`config.mk`:
```
export PLATFORM = sky130hd
export DESIGN_NAME = link_tx_flat
export DESIGN_NICKNAME = d
export VERILOG_FILES = /design/src/rtl/link_pkg.sv /design/src/rtl/link_tx_if.sv /design/src/rtl/link_baud_gen.sv /design/src/rtl/link_tx.sv /design/src/flat_wrapper.sv
export SDC_FILE = /design/constraint.sdc
export NUM_CORES = 1
export LEC_CHECK = 0
export BUFFER_PORTS_ARGS = -buffer_cell sky130_fd_sc_hd__buf_2
export CAP_MARGIN = 0
export CORE_MARGIN = 2
export CORE_UTILIZATION = 24
export DETAILED_ROUTE_END_ITERATION = 8
export GPL_ROUTABILITY_DRIVEN = 0
export PLACE_DENSITY = 0.41
export RECOVER_POWER = 50
export SYNTH_ARGS = -nofsm -noshare
export SYNTH_HDL_FRONTEND = slang
export SYNTH_SLANG_ARGS = --single-unit
```
`constraint.sdc`:
```
create_clock -name clk -period 6.1 [get_ports clk]
set_clock_uncertainty 0.05 [all_clocks]
set_input_delay 1.22 -clock clk [delete_from_list [all_inputs] [get_ports clk]]
set_output_delay 1.22 -clock clk [all_outputs]
set_load 0.01 [all_outputs]
```
`src/rtl/link_pkg.sv`:
```
// Shared definitions for the board-to-board serial link (transmitter and receiver).
// Word layout: {ready, hit, cords[7:0]}, sent LSB first.
package link_pkg;

    localparam int LINK_WORD_W           = 10;
    localparam int LINK_FRAME_BITS_PAR   = 13;
    localparam int LINK_FRAME_BITS_NOPAR = 12;
    localparam int LINK_BIT_READY        = 9;
    localparam int LINK_BIT_HIT          = 8;
    localparam int LINK_CORDS_LSB        = 0;
    localparam int LINK_CORDS_W          = 8;

    typedef enum logic [2:0] {
        IDLE,
        START,
        DATA,
        PARITY,
        STOP
    } link_state_e;

    typedef logic [LINK_WORD_W-1:0] link_word_t;

    function automatic link_word_t link_pack(input logic ready, input logic hit,
                                             input logic [LINK_CORDS_W-1:0] cords);
        link_word_t w;
        w = '0;
        w[LINK_BIT_READY] = ready;
        w[LINK_BIT_HIT]   = hit;
        w[LINK_CORDS_LSB +: LINK_CORDS_W] = cords;
        return w;
    endfunction

endpackage

```
`src/rtl/link_tx_if.sv`:
```
// Game-FSM side of the link transmitter: word inputs, enable, serial line and status.
interface link_tx_if;
    import link_pkg::*;

    logic                    ready_in;
    logic                    hit_in;
    logic [LINK_CORDS_W-1:0] cords_in;
    logic                    tx_en;
    logic                    tx;
    logic                    busy;
    logic [7:0]              frame_cnt;

    modport slave (
        input  ready_in, hit_in, cords_in, tx_en,
        output tx, busy, frame_cnt
    );

    modport master (
        output ready_in, hit_in, cords_in, tx_en,
        input  tx, busy, frame_cnt
    );

endinterface

```
`src/rtl/link_baud_gen.sv`:
```
// Bit-period timer: one-cycle tick every CLK_DIV cycles, restarted by a synchronous clear.
module link_baud_gen #(
    parameter int CLK_DIV = 650
) (
    input  logic clk,
    input  logic rst_n,
    input  logic clr,
    output logic tick
);

    localparam logic [15:0] TERM = 16'(CLK_DIV - 1);

    logic [15:0] cnt_q, cnt_d;

    always_comb begin
        tick  = (cnt_q == TERM);
        cnt_d = cnt_q + 16'd1;
        if (clr || tick) begin
            cnt_d = '0;
        end
    end

    always_ff @(posedge clk or negedge rst_n) begin
        if (!rst_n) begin
            cnt_q <= '0;
        end else begin
            cnt_q <= cnt_d;
        end
    end

endmodule

```
`src/rtl/link_tx.sv`:
```
// Serial link transmitter: sends {ready, hit, cords} on change or periodic refresh.
// Optional even parity bit is built in when macro LINK_PARITY_EN is defined.
module link_tx
    import link_pkg::*;
#(
    parameter int CLK_DIV        = 650,
    parameter int REFRESH_FRAMES = 16
) (
    input  logic       clk,
    input  logic       rst_n,
    link_tx_if.slave   bus
);

`ifdef LINK_PARITY_EN
    localparam int FRAME_BITS = LINK_FRAME_BITS_PAR;
`else
    localparam int FRAME_BITS = LINK_FRAME_BITS_NOPAR;
`endif
    localparam logic [3:0]  LAST_IDLE_TICK = 4'(FRAME_BITS - 1);
    localparam logic [3:0]  LAST_DATA_BIT  = 4'(LINK_WORD_W - 1);
    localparam logic [15:0] REFRESH_LIM    = 16'(REFRESH_FRAMES);

    link_state_e state_q, state_d;
    logic        tx_q, tx_d;
    logic        busy_q, busy_d;
    logic [7:0]  frame_cnt_q, frame_cnt_d;
    logic [3:0]  bit_q, bit_d;
    link_word_t  word_q, word_d;
    link_word_t  last_q, last_d;
    logic        last_vld_q, last_vld_d;
    logic [3:0]  idle_bits_q, idle_bits_d;
    logic [15:0] refresh_q, refresh_d;

    logic        tick;
    logic        baud_clr;
    logic        expired;
    logic        trigger;
    logic [15:0] refresh_nxt;
    logic [3:0]  bit_nxt;
    link_word_t  w_in;

    assign w_in = link_pack(bus.ready_in, bus.hit_in, bus.cords_in);

    link_baud_gen #(.CLK_DIV(CLK_DIV)) u_baud (
        .clk   (clk),
        .rst_n (rst_n),
        .clr   (baud_clr),
        .tick  (tick)
    );

    always_comb begin
        state_d     = state_q;
        tx_d        = tx_q;
        frame_cnt_d = frame_cnt_q;
        bit_d       = bit_q;
        word_d      = word_q;
        last_d      = last_q;
        last_vld_d  = last_vld_q;
        idle_bits_d = idle_bits_q;
        refresh_d   = refresh_q;
        refresh_nxt = refresh_q;
        baud_clr    = 1'b0;
        expired     = 1'b0;
        trigger     = 1'b0;
        bit_nxt     = bit_q + 4'd1;

        case (state_q)
            IDLE: begin
                // Idle time is measured in whole frame periods of baud ticks.
                if (tick) begin
                    if (idle_bits_q == LAST_IDLE_TICK) begin
                        idle_bits_d = '0;
                        if (refresh_q != REFRESH_LIM) begin
                            refresh_nxt = refresh_q + 16'd1;
                        end
                    end else begin
                        idle_bits_d = idle_bits_q + 4'd1;
                    end
                end
                refresh_d = refresh_nxt;
                expired   = (REFRESH_FRAMES != 0) && (refresh_nxt == REFRESH_LIM);
                trigger   = bus.tx_en && (!last_vld_q || (w_in != last_q) || expired);
                if (trigger) begin
                    state_d     = START;
                    tx_d        = 1'b0;
                    word_d      = w_in;
                    last_d      = w_in;
                    last_vld_d  = 1'b1;
                    baud_clr    = 1'b1;
                    idle_bits_d = '0;
                    refresh_d   = '0;
                end
            end
            START: begin
                if (tick) begin
                    state_d = DATA;
                    bit_d   = '0;
                    tx_d    = word_q[0];
                end
            end
            DATA: begin
                if (tick) begin
                    if (bit_q == LAST_DATA_BIT) begin
`ifdef LINK_PARITY_EN
                        state_d = PARITY;
                        tx_d    = ^word_q;
`else
                        state_d = STOP;
                        tx_d    = 1'b1;
`endif
                    end else begin
                        bit_d = bit_nxt;
                        tx_d  = word_q[bit_nxt];
                    end
                end
            end
`ifdef LINK_PARITY_EN
            PARITY: begin
                if (tick) begin
                    state_d = STOP;
                    tx_d    = 1'b1;
                end
            end
`endif
            STOP: begin
                if (tick) begin
                    state_d     = IDLE;
                    tx_d        = 1'b1;
                    frame_cnt_d = frame_cnt_q + 8'd1;
                end
            end
            default: begin
                state_d = IDLE;
                tx_d    = 1'b1;
            end
        endcase

        busy_d = (state_d != IDLE);
    end

    always_ff @(posedge clk or negedge rst_n) begin
        if (!rst_n) begin
            state_q     <= IDLE;
            tx_q        <= 1'b1;
            busy_q      <= 1'b0;
            frame_cnt_q <= '0;
            bit_q       <= '0;
            word_q      <= '0;
            last_q      <= '0;
            last_vld_q  <= 1'b0;
            idle_bits_q <= '0;
            refresh_q   <= '0;
        end else begin
            state_q     <= state_d;
            tx_q        <= tx_d;
            busy_q      <= busy_d;
            frame_cnt_q <= frame_cnt_d;
            bit_q       <= bit_d;
            word_q      <= word_d;
            last_q      <= last_d;
            last_vld_q  <= last_vld_d;
            idle_bits_q <= idle_bits_d;
            refresh_q   <= refresh_d;
        end
    end

    assign bus.tx        = tx_q;
    assign bus.busy      = busy_q;
    assign bus.frame_cnt = frame_cnt_q;

endmodule

```
`src/flat_wrapper.sv`:
```
// flat-port wrapper written by rule: the top's interface ports become plain ports
module link_tx_flat import link_pkg::*;
#(
    parameter int CLK_DIV        = 650,
    parameter int REFRESH_FRAMES = 16
)
  (clk, rst_n, bus_ready_in, bus_hit_in, bus_cords_in, bus_tx_en, bus_tx, bus_busy, bus_frame_cnt);
  link_tx_if bus_i ();
  input  logic clk;
  input  logic rst_n;
  input wire logic [$bits(bus_i.ready_in)-1:0] bus_ready_in;
  input wire logic [$bits(bus_i.hit_in)-1:0] bus_hit_in;
  input wire logic [$bits(bus_i.cords_in)-1:0] bus_cords_in;
  input wire logic [$bits(bus_i.tx_en)-1:0] bus_tx_en;
  output wire logic [$bits(bus_i.tx)-1:0] bus_tx;
  output wire logic [$bits(bus_i.busy)-1:0] bus_busy;
  output wire logic [$bits(bus_i.frame_cnt)-1:0] bus_frame_cnt;
  assign bus_i.ready_in = bus_ready_in;
  assign bus_i.hit_in = bus_hit_in;
  assign bus_i.cords_in = bus_cords_in;
  assign bus_i.tx_en = bus_tx_en;
  assign bus_tx = bus_i.tx;
  assign bus_busy = bus_i.busy;
  assign bus_frame_cnt = bus_i.frame_cnt;
  link_tx #(.CLK_DIV(CLK_DIV), .REFRESH_FRAMES(REFRESH_FRAMES)) u_core (.clk(clk), .rst_n(rst_n), .bus(bus_i));
endmodule
```
==> results.rst <==
.. list-table::
   :header-rows: 1

   * - Metric
     - Value
   * - HPWL Detailed
     - 6970 um
   * - Status
     - complete, but fails checks
   * - Endpoint class of the critical path
     - async pin
   * - Cts bufs inserted
     - 9
   * - Number of library cell types mapped by synthesis
     - 55
   * - Area Growth Syn to Fin
     - 14.1%
   * - Io pins
     - 23
   * - Worst slew margin relative to its limit
     - -141%
   * - Required time of the critical path
     - 5.66 ns
   * - Drt initial violations
     - 158
   * - Average via count per standard cell
     - 4.86
   * - Data arrival time of the critical path
     - 3.87 ns
   * - Adder-cell area share of the yosys netlist
     - 2.55%
   * - Clock transition at the registers of the reported paths
     - 0.05 ns
   * - Count of hold buffers inserted by post-cts repair
     - 0
   * - Actual slew at the worst max-slew pin
     - 3.62 ns
   * - Final Cell Area
     - 0.00448 mm^2
   * - Post-layout net count
     - 461
   * - Delay contributed by the slowest stage of the critical path
     - 2.52 ns
   * - Die height
     - 132 um
   * - Via Count
     - 3212
   * - Number of flops mapped to enable cells by yosys
     - 0
   * - Number of synthesized register bits
     - 64
   * - Placed cell count
     - 645
   * - Residual antenna-violating net count after detailed routing
     - 0
   * - Number of diodes added for antenna fixing
     - 0
   * - Die width
     - 132 um
   * - Number of inserted filler cells in the final layout
     - 1728
   * - Post-synthesis area per instance
     - 9.20 um^2
   * - Residual DRC count
     - 0
   * - Detailed Route WL
     - 10100 um
   * - Register area share after synthesis
     - 40.8%
   * - Aggregate global-route resource usage
     - 12.5%
   * - Die Footprint
     - 0.0174 mm^2
   * - Area used by multi-input combinational logic
     - 0.00219 mm^2
   * - Dominant combinational cell family by area after synthesis
     - simple AND/OR/NAND/NOR gates
   * - Final worst-path cycle share
     - 70.7%
   * - Slew Limit Fails
     - 65
   * - Warnings from Yosys
     - 0
   * - CTS tree
     - done
   * - Via count of the first global-routing pass
     - 3196
   * - Clock Sinks
     - 64
   * - Final sum of negative setup slack
     - 0 ns
   * - Starting utilization of the core area
     - 24.6%
   * - Wire per inst
     - 15.4 um
   * - Hold Violations, Final
     - 0
   * - Worst-path cell with the longest stage delay
     - clkbuf_1
   * - Post-CTS Setup Repair Bufs
     - 0
   * - Uppermost signal routing layer after detailed routing
     - met4
   * - VDD IR-drop max
     - 0.000129 V
   * - Setup violators final
     - 0
   * - Initial antenna violation count
     - 0
   * - Post-synthesis compound-gate area fraction
     - 11.4%
   * - Final critical-path required period
     - 4.31 ns
   * - Clock root cell
     - clkbuf_16
   * - Wire length of the first global-routing pass
     - 17100 um
   * - Top area cells in the synthesized netlist
     - dfrtp_1 (40%), xnor2_1 (6.0%), xor2_1 (5.6%), nor2_1 (4.4%), nand2_1 (3.8%)
   * - Max_cap viols
     - 1
   * - Clock latency on the worst-skew pair
     - 0.34 ns
   * - Family of cells with the greatest summed delay on the critical path
     - buffers and inverters
   * - Dominant cell by count in the synthesized netlist
     - dfrtp_1
   * - Cell taking the most area after synthesis
     - dfrtp_1
   * - Met3 layer wire length in the routed design
     - 453 um
   * - Pin count of the biggest net entering global routing
     - 65
   * - Synthesized-area fraction occupied by and/or/nand/nor cells
     - 26.0%
   * - M1 WL
     - 4850 um
   * - Gates resized, CTS repair
     - 0
   * - CP max FO
     - 64
   * - Grt ovf
     - 0
   * - Buffers on Ports
     - 22
   * - Layout Cells excl Fill
     - 661
   * - Top post-synthesis cells by count
     - dfrtp_1 (63), nor2_1 (46), nand2_1 (40)
   * - Power density of the placed cells
     - 250 mW/mm^2
   * - Violated checks
     - max-capacitance violations, max-slew violations
   * - Leakage power of the design
     - 1.85 nW
   * - Core footprint
     - 0.0159 mm^2
   * - Crit start category
     - input port
   * - Cell count after synthesis
     - 427
   * - Drt first pass iters
     - 4
   * - Top_reg_cell synth
     - dfrtp_1
   * - Number of buffers and inverters on the critical path
     - 2
   * - Worst-path cell chain
     - buf_2 > clkbuf_1
   * - Net Count, Synth
     - 448
   * - Fraction of layout instances using a drive strength above 1
     - 9.66%
   * - Routed wire length on met2
     - 4650 um
   * - Worst hold-check path type
     - flip-flop to flip-flop
   * - Seq. cell area
     - 0.00160 mm^2
   * - Buffer depth of the longest clock path
     - 2
   * - Cell Rows
     - 46
   * - Area share of the largest cell type after synthesis
     - 40.1%
   * - Count of H-tree levels built during CTS
     - 3
   * - Post-synthesis share of cell area spent on xor and xnor gates
     - 11.6%
   * - Share of flip-flops with an asynchronous set or reset after synthesis
     - 100%
   * - Mux contribution to synthesized area
     - 4.17%
   * - Type of the worst setup path
     - input port to async pin
   * - Cell area reported after detailed placement
     - 0.00422 mm^2
   * - RSZ-0062 raised after global routing
     - no
   * - Netlist Area Pre-Place
     - 0.00393 mm^2
   * - Max Freq
     - 232 MHz
==> logic make-up (layout without fill, tap and decap cells) <==
family,count (synthesis),after routing
compound gates,65,65
fa+ha+maj,8,8
mux,15,15
simple gates,192,192
buf+inv,31,49
xor+xnor,52,52
flops,64,64
==> metrics by stage <==
step / hold WS, ns / setup WS (ns) / total power, mW / util, %
floorplan: 0.389 / 2.98 / 0.598 / -
global placement: 0.404 / 2.19 / 0.641 / 26.5
detailed placement: 0.404 / 2.17 / 0.642 / 26.5
CTS: 0.415 / 2.16 / 1.15 / 28.2
global route: 0.445 / 0.967 / 1.19 / 28.1
finish: 0.412 / 1.79 / 1.12 / 28.1
==> power by group <==
part | internal, mW | leakage, nW | switching, mW
combinational | 0.0584 | 0.906 | 0.0537
sequential | 0.463 | 0.815 | 0.0588
clock | 0.298 | 0.131 | 0.187
==> placed cells by master, fill, tap and decap left out, types with 3 or more instances in the layout <==
master     Yosys  layout
nor2_1        46      46
xnor2_1       27      27
nand2_1       40      40
buf_2          6      18
and4_1         3       3
nor2b_1        3       3
a21oi_1       12      12
xor2_1        25      25
ha_1           8       8
a311oi_1       4       4
a22o_1         7       7
clkbuf_1      11      10
nand4_1       15      15
nor4_1         5       5
inv_1          9       9
nand3_1       24      24
dfrtp_1       63      63
nor4b_1        3       3
o31ai_1        4       4
clkbuf_16      0       9
nor3_1        18      18
mux2_1        10      10
o21ai_0       21      21
and3_1        12      12
mux2i_1        4       4
==> path summary, 6_finish.rpt <==
path                                           end  slack (ns)                     from  depth (start not counted)
max                        u_core.u_baud.cnt_q[12]        1.79                    rst_n                          2
min                        u_core.bus.frame_cnt[7]        0.41  u_core.bus.frame_cnt[7]                          1
max reg2reg                       u_core.word_q[3]        2.23   u_core.u_baud.cnt_q[1]                         10
min reg2reg                u_core.bus.frame_cnt[7]        0.41  u_core.bus.frame_cnt[7]                          1
max in group clk                  u_core.word_q[3]        2.23   u_core.u_baud.cnt_q[1]                         10
min in group asynchronous    u_core.idle_bits_q[3]        2.16                    rst_n                          2
==> flip-flops by register name (all words and copies together), names as in the netlist, 3 cells and up <==
signal                flops
u_core.bit_q              4
u_core.bus.frame_cnt      8
u_core.idle_bits_q        4
u_core.refresh_q         16
u_core.state_q            3
u_core.u_baud.cnt_q      16
u_core.word_q            10
==> final cells by class <==
cell class / count / area share (%)
flip-flops and latches: 64 / 35.8
well taps: 216 / 6.03
clock buffers: 16 / 6.06
repair buffers: 24 / 2.60
multi-input cells: 332 / 48.8
inverters: 9 / 0.754
==> per-layer routing <==
metal / track usage, % / up-vias
li1: - / 1555
met1: 16.4 / 1580
met2: 19.1 / 66
met3: 3.34 / 11
met4: 5.92 / 0
met5: 0 / -
(Power assumes the default switching activity.)
